### config.mk
export PLATFORM = sky130hd
export DESIGN_NAME = universal_shift_register_n
export DESIGN_NICKNAME = d
export VERILOG_FILES = /design/src/rtl/universal_shift_register_n.sv
export SDC_FILE = /design/constraint.sdc
export NUM_CORES = 1
export LEC_CHECK = 0
export CELL_PAD_IN_SITES_DETAIL_PLACEMENT = 0
export CELL_PAD_IN_SITES_GLOBAL_PLACEMENT = 1
export CORE_MARGIN = 2
export CORE_UTILIZATION = 33
export CTS_CLUSTER_DIAMETER = 30
export DETAILED_ROUTE_END_ITERATION = 7
export PLACE_DENSITY = 0.79
export SETUP_SLACK_MARGIN = 0.1
export SYNTH_ARGS = -nofsm -noshare
export SYNTH_HDL_FRONTEND = slang
export SYNTH_SLANG_ARGS = --single-unit
### constraint.sdc
create_clock -name clk -period 3.4 [get_ports clk]
set_clock_uncertainty 0.1 [all_clocks]
set_input_delay 0.34 -clock clk [delete_from_list [all_inputs] [get_ports clk]]
set_output_delay 0.34 -clock clk [all_outputs]
set_load 0.01 [all_outputs]
### src/rtl/universal_shift_register_n.sv
// rtl/universal_shift_register_n.sv - parametrised universal shift/rotate register with word-shift counter
// Optional registered even parity on parallel_out when USR_PARITY_EN is defined.
module universal_shift_register_n #(
   parameter int WIDTH = 8,
   localparam int CW = $clog2(WIDTH)
) (
   input  logic             clk,
   input  logic             reset,
   input  logic             enable,
   input  logic [2:0]       mode,
   input  logic             serial_in_r,
   input  logic             serial_in_l,
   input  logic [WIDTH-1:0] parallel_in,
   output logic [WIDTH-1:0] parallel_out,
   output logic             serial_out_r,
   output logic             serial_out_l,
   output logic [CW-1:0]    shift_cnt,
   output logic             word_done,
   output logic             parity_out
);

   localparam logic [2:0] M_HOLD = 3'b000;
   localparam logic [2:0] M_SHR  = 3'b001;
   localparam logic [2:0] M_SHL  = 3'b010;
   localparam logic [2:0] M_LOAD = 3'b011;
   localparam logic [2:0] M_ROR  = 3'b100;
   localparam logic [2:0] M_ROL  = 3'b101;
   localparam logic [2:0] M_ASR  = 3'b110;
   localparam logic [2:0] M_CLR  = 3'b111;

   localparam logic [CW-1:0] CNT_LAST = CW'(WIDTH - 1);

   logic [WIDTH-1:0] next_q;
   logic             next_sr;
   logic             next_sl;
   logic [CW-1:0]    next_cnt;
   logic             next_done;
   logic             is_shift;

   always_comb begin
      next_q    = parallel_out;
      next_sr   = serial_out_r;
      next_sl   = serial_out_l;
      next_cnt  = shift_cnt;
      next_done = 1'b0;
      is_shift  = 1'b0;
      if (enable) begin
         case (mode)
            M_HOLD: ;
            M_SHR: begin
               next_q   = {serial_in_r, parallel_out[WIDTH-1:1]};
               next_sr  = parallel_out[0];
               is_shift = 1'b1;
            end
            M_SHL: begin
               next_q   = {parallel_out[WIDTH-2:0], serial_in_l};
               next_sl  = parallel_out[WIDTH-1];
               is_shift = 1'b1;
            end
            M_LOAD: begin
               next_q   = parallel_in;
               next_cnt = '0;
            end
            M_ROR: begin
               next_q   = {parallel_out[0], parallel_out[WIDTH-1:1]};
               next_sr  = parallel_out[0];
               is_shift = 1'b1;
            end
            M_ROL: begin
               next_q   = {parallel_out[WIDTH-2:0], parallel_out[WIDTH-1]};
               next_sl  = parallel_out[WIDTH-1];
               is_shift = 1'b1;
            end
            M_ASR: begin
               next_q   = {parallel_out[WIDTH-1], parallel_out[WIDTH-1:1]};
               next_sr  = parallel_out[0];
               is_shift = 1'b1;
            end
            M_CLR: begin
               next_q   = '0;
               next_sr  = 1'b0;
               next_sl  = 1'b0;
               next_cnt = '0;
            end
            default: ;
         endcase
         // Every shift-type mode advances the same counter, regardless of direction.
         if (is_shift) begin
            if (shift_cnt == CNT_LAST) begin
               next_cnt  = '0;
               next_done = 1'b1;
            end else begin
               next_cnt = shift_cnt + 1'b1;
            end
         end
      end
   end

   always_ff @(posedge clk) begin
      if (reset) begin
         parallel_out <= '0;
         serial_out_r <= 1'b0;
         serial_out_l <= 1'b0;
         shift_cnt    <= '0;
         word_done    <= 1'b0;
      end else begin
         parallel_out <= next_q;
         serial_out_r <= next_sr;
         serial_out_l <= next_sl;
         shift_cnt    <= next_cnt;
         word_done    <= next_done;
      end
   end

`ifdef USR_PARITY_EN
   // Computed from next_q so parity lines up with the registered parallel_out.
   always_ff @(posedge clk) begin
      if (reset) begin
         parity_out <= 1'b0;
      end else begin
         parity_out <= ^next_q;
      end
   end
`else
   assign parity_out = 1'b0;
`endif

endmodule

==> impl_metrics.env <==
export IMPL_synth_seq_cells=14
export IMPL_hp_start="shift_cnt[1]$_SDFFE_PP0P_"
export IMPL_viasPerCell=5.32
export IMPL_dpl_hpwl_um=1460
export IMPL_ys_top_cells_by_area="dfxtp_1, a311oi_2, nand2_1"
export IMPL_grt_overflow=0
export IMPL_netlist_instances=102
export IMPL_portBuffers=29
export IMPL_synth_distinct_cells=30
export IMPL_status="complete, no violations"
export IMPL_antenna_found_initial=0
export IMPL_die_h_um=55
export IMPL_clk_latency_ns=0.27
export IMPL_rows=18
export IMPL_gp_congestion=0.749
export IMPL_synth_area_sq_um=858
export IMPL_period_share=0.665
export IMPL_worst_ir_drop_vdd_mv=0.174
export IMPL_relSlewSlack=0.494
export IMPL_grt_pass1_vias=693
export IMPL_hold_violations=0
export IMPL_yosysTopAreaCellShare=0.327
export IMPL_fin_hold_ws_ns=0.374
export IMPL_period_needed_ns=2.26
export IMPL_cts_tree="built"
export IMPL_timing_rr_end="shift_cnt[0]$_SDFFE_PP0P_"
export IMPL_synth_xor_area_frac=0.0102
export IMPL_ios=31
export IMPL_drt_iter0_markers=12
export IMPL_cts_resized=0
export IMPL_rrSetupSlack_ns=2.17
export IMPL_slowest_stage="clkdlybuf4s50_1"
export IMPL_min_path_cells=2
export IMPL_setup_viol=0
export IMPL_antenna_cells=0
export IMPL_dieArea_sq_mm=0.00303
export IMPL_worstSetupEndpointType="register"
export IMPL_place_ws_ns=0.886
export IMPL_syn_nets=120
export IMPL_synthFlopType="dfxtp_1"
export IMPL_ant_nets=0
export IMPL_syn_to_final_growth_pct=34.4
export IMPL_worstSetupStartpointType="input pin"
export IMPL_grt_max_degree=19
export IMPL_p_per_area_mw_per_mm2=342
export IMPL_arrival_ns=2.34
export IMPL_hp_class="reg2reg"
export IMPL_critPathKind="in2reg"
export IMPL_fillers=271
export IMPL_synthSimpleGateAreaFrac=0.213
export IMPL_required_ns=3.48
export IMPL_maxCapViolations=0
export IMPL_drive_above_1_share=0.104
export IMPL_wirelength_um=2050
export IMPL_grt_pass1_wl_um=3230
export IMPL_async_reset_ff_frac=0
export IMPL_clkTransAtPathRegs_ns=0.09
export IMPL_grt_usage=0.147
export IMPL_synthMuxAreaShare=0.0117
export IMPL_holdPathEnd="shift_cnt[1]$_SDFFE_PP0P_"
export IMPL_reg2reg_depth=5
export IMPL_synth_edf_count=0
export IMPL_placed_cells=151
export IMPL_holdBufCountCts=0
export IMPL_max_freq_mhz=442
export IMPL_cp_max_fo=12
export IMPL_tightest_slew_ns=0.759
export IMPL_synthAdderAreaFrac=0.0292
export IMPL_synth_top_cell_by_area="dfxtp_1"
export IMPL_nets=144
export IMPL_rsz0062_at_grt="false"
export IMPL_vias=824
export IMPL_clock_sinks=14
export IMPL_post_cts_setup_buffers=0
export IMPL_root_buffer="clkbuf_4"
export IMPL_crit_chain="clkdlybuf4s50_1 > nand2b_1 > o22ai_1 > nand2_1 > a311oi_2"
export IMPL_finalMaxSlewViolations=0
export IMPL_start_util=0.346
export IMPL_cp_num_buf_inv=1
export IMPL_yosysWarningCount=0
export IMPL_cts_buffers=3
export IMPL_instances_no_fill=155
export IMPL_first_pass_iters=4
export IMPL_clk_path_buf_depth=2
export IMPL_final_util=0.466
export IMPL_cp_top_family="compound AO/OA/AOI/OAI gates"
export IMPL_slowest_delay_ns=0.72
export IMPL_wl_per_cell_um=13.2
export IMPL_fin_setup_tns_ns=0
export IMPL_synth_compound_area_frac=0.321
export IMPL_setup_slack_ns=1.14
export IMPL_core_sq_mm=0.00248
export IMPL_p_leak_nw=0.392
export IMPL_htreeDepth=1
export IMPL_die_w_um=55
export IMPL_avgSynthCellArea_sq_um=8.41
export IMPL_synth_top_family_by_area="compound AO/OA/AOI/OAI gates"
export IMPL_post_route_drc_count=0
export IMPL_r2r_start="shift_cnt[0]$_SDFFE_PP0P_"
export IMPL_yosysSeqAreaShare=0.327
[power breakdown]
part	switching, mW	leakage [nW]	internal [mW]
combinational	0.0463	0.256	0.0486
sequential	0.0107	0.115	0.173
clock	0.0512	0.0210	0.0650
[cells in the mapped netlist, types with 2 or more instances]
| master | count |
|---|---|
| a311oi_2 | 6 |
| buf_2 | 4 |
| dfxtp_1 | 14 |
| a32oi_1 | 6 |
| o21ai_0 | 5 |
| nand3_1 | 7 |
| nand2_1 | 14 |
| nor2_1 | 12 |
| nand2b_1 | 3 |
| ha_1 | 2 |
| buf_4 | 3 |
| buf_6 | 2 |
| a21oi_1 | 7 |
[worst max-delay path by stage]
stage                  from                      endpoint  cells after the start
floorplan           mode[1]     shift_cnt[1]$_SDFFE_PP0P_                      6
global route        mode[1]  parallel_out[2]$_SDFFE_PP0P_                      5
CTS                 mode[1]  parallel_out[2]$_SDFFE_PP0P_                      5
global placement    mode[2]  parallel_out[2]$_SDFFE_PP0P_                      5
finish              mode[1]  parallel_out[2]$_SDFFE_PP0P_                      5
detailed placement  mode[2]  parallel_out[2]$_SDFFE_PP0P_                      5
[cells in the final DEF (no fill, tap or decap), types with 2 or more instances in the layout]
cell and count:
a21oi_1 7, a311oi_2 6, a32oi_1 6, clkbuf_4 3, clkdlybuf4s50_1 29, dfxtp_1 14, ha_1 2, nand2_1 14
nand2b_1 3, nand3_1 7, nor2_1 12, o21ai_0 5
[stage by stage]
stage / power (mW) / area [sq um]
floorplan: 0.243 / 858
global placement: 0.282 / 1120
detailed placement: 0.282 / 1120
CTS: 0.402 / 1150
global route: 0.416 / 1150
finish: 0.395 / 1150
[cell type report]
cell class                 count  area [sq um]  share of cell area
clock buffer                   4          36.3              0.0315
tap                           30          37.5              0.0325
sequential                    14           280               0.243
inverter                       1          3.75             0.00325
multi-input combinational     77           505               0.438
timing repair buffer          29           290               0.252
[per-layer routing]
layer	up-vias	global-route usage	part of all wire
li1	421	-	-
met1	376	0.223	0.53
met2	25	0.198	0.41
met3	2	0.0269	0.057
met4	0	0.0610	0.0063
met5	-	0	0
[worst reg2reg max path: stages, from the launching register on]
cell and delay [ns]:
dfxtp_1 0.34, ha_1 0.20, ha_1 0.19, nor2_1 0.09, nand3_1 0.08, a21oi_1 0.16
[registers in the layout (all words and copies together) (netlist names)]
signal,cells
parallel_out,8
serial_out_l,1
word_done,1
shift_cnt,3
serial_out_r,1
[cells by family (layout without fill, tap and decap cells)]
group,count (synthesis),after routing
xor gates and xnor gates,1,1
and+or+nand+nor,40,40
adders and majority gates,2,2
other,1,1
buffers and inverters,11,34
DFF,14,14
AOI/OAI and AO/OA,32,32
muxes,1,1
Note: power is estimated with default switching activity, not from simulation.
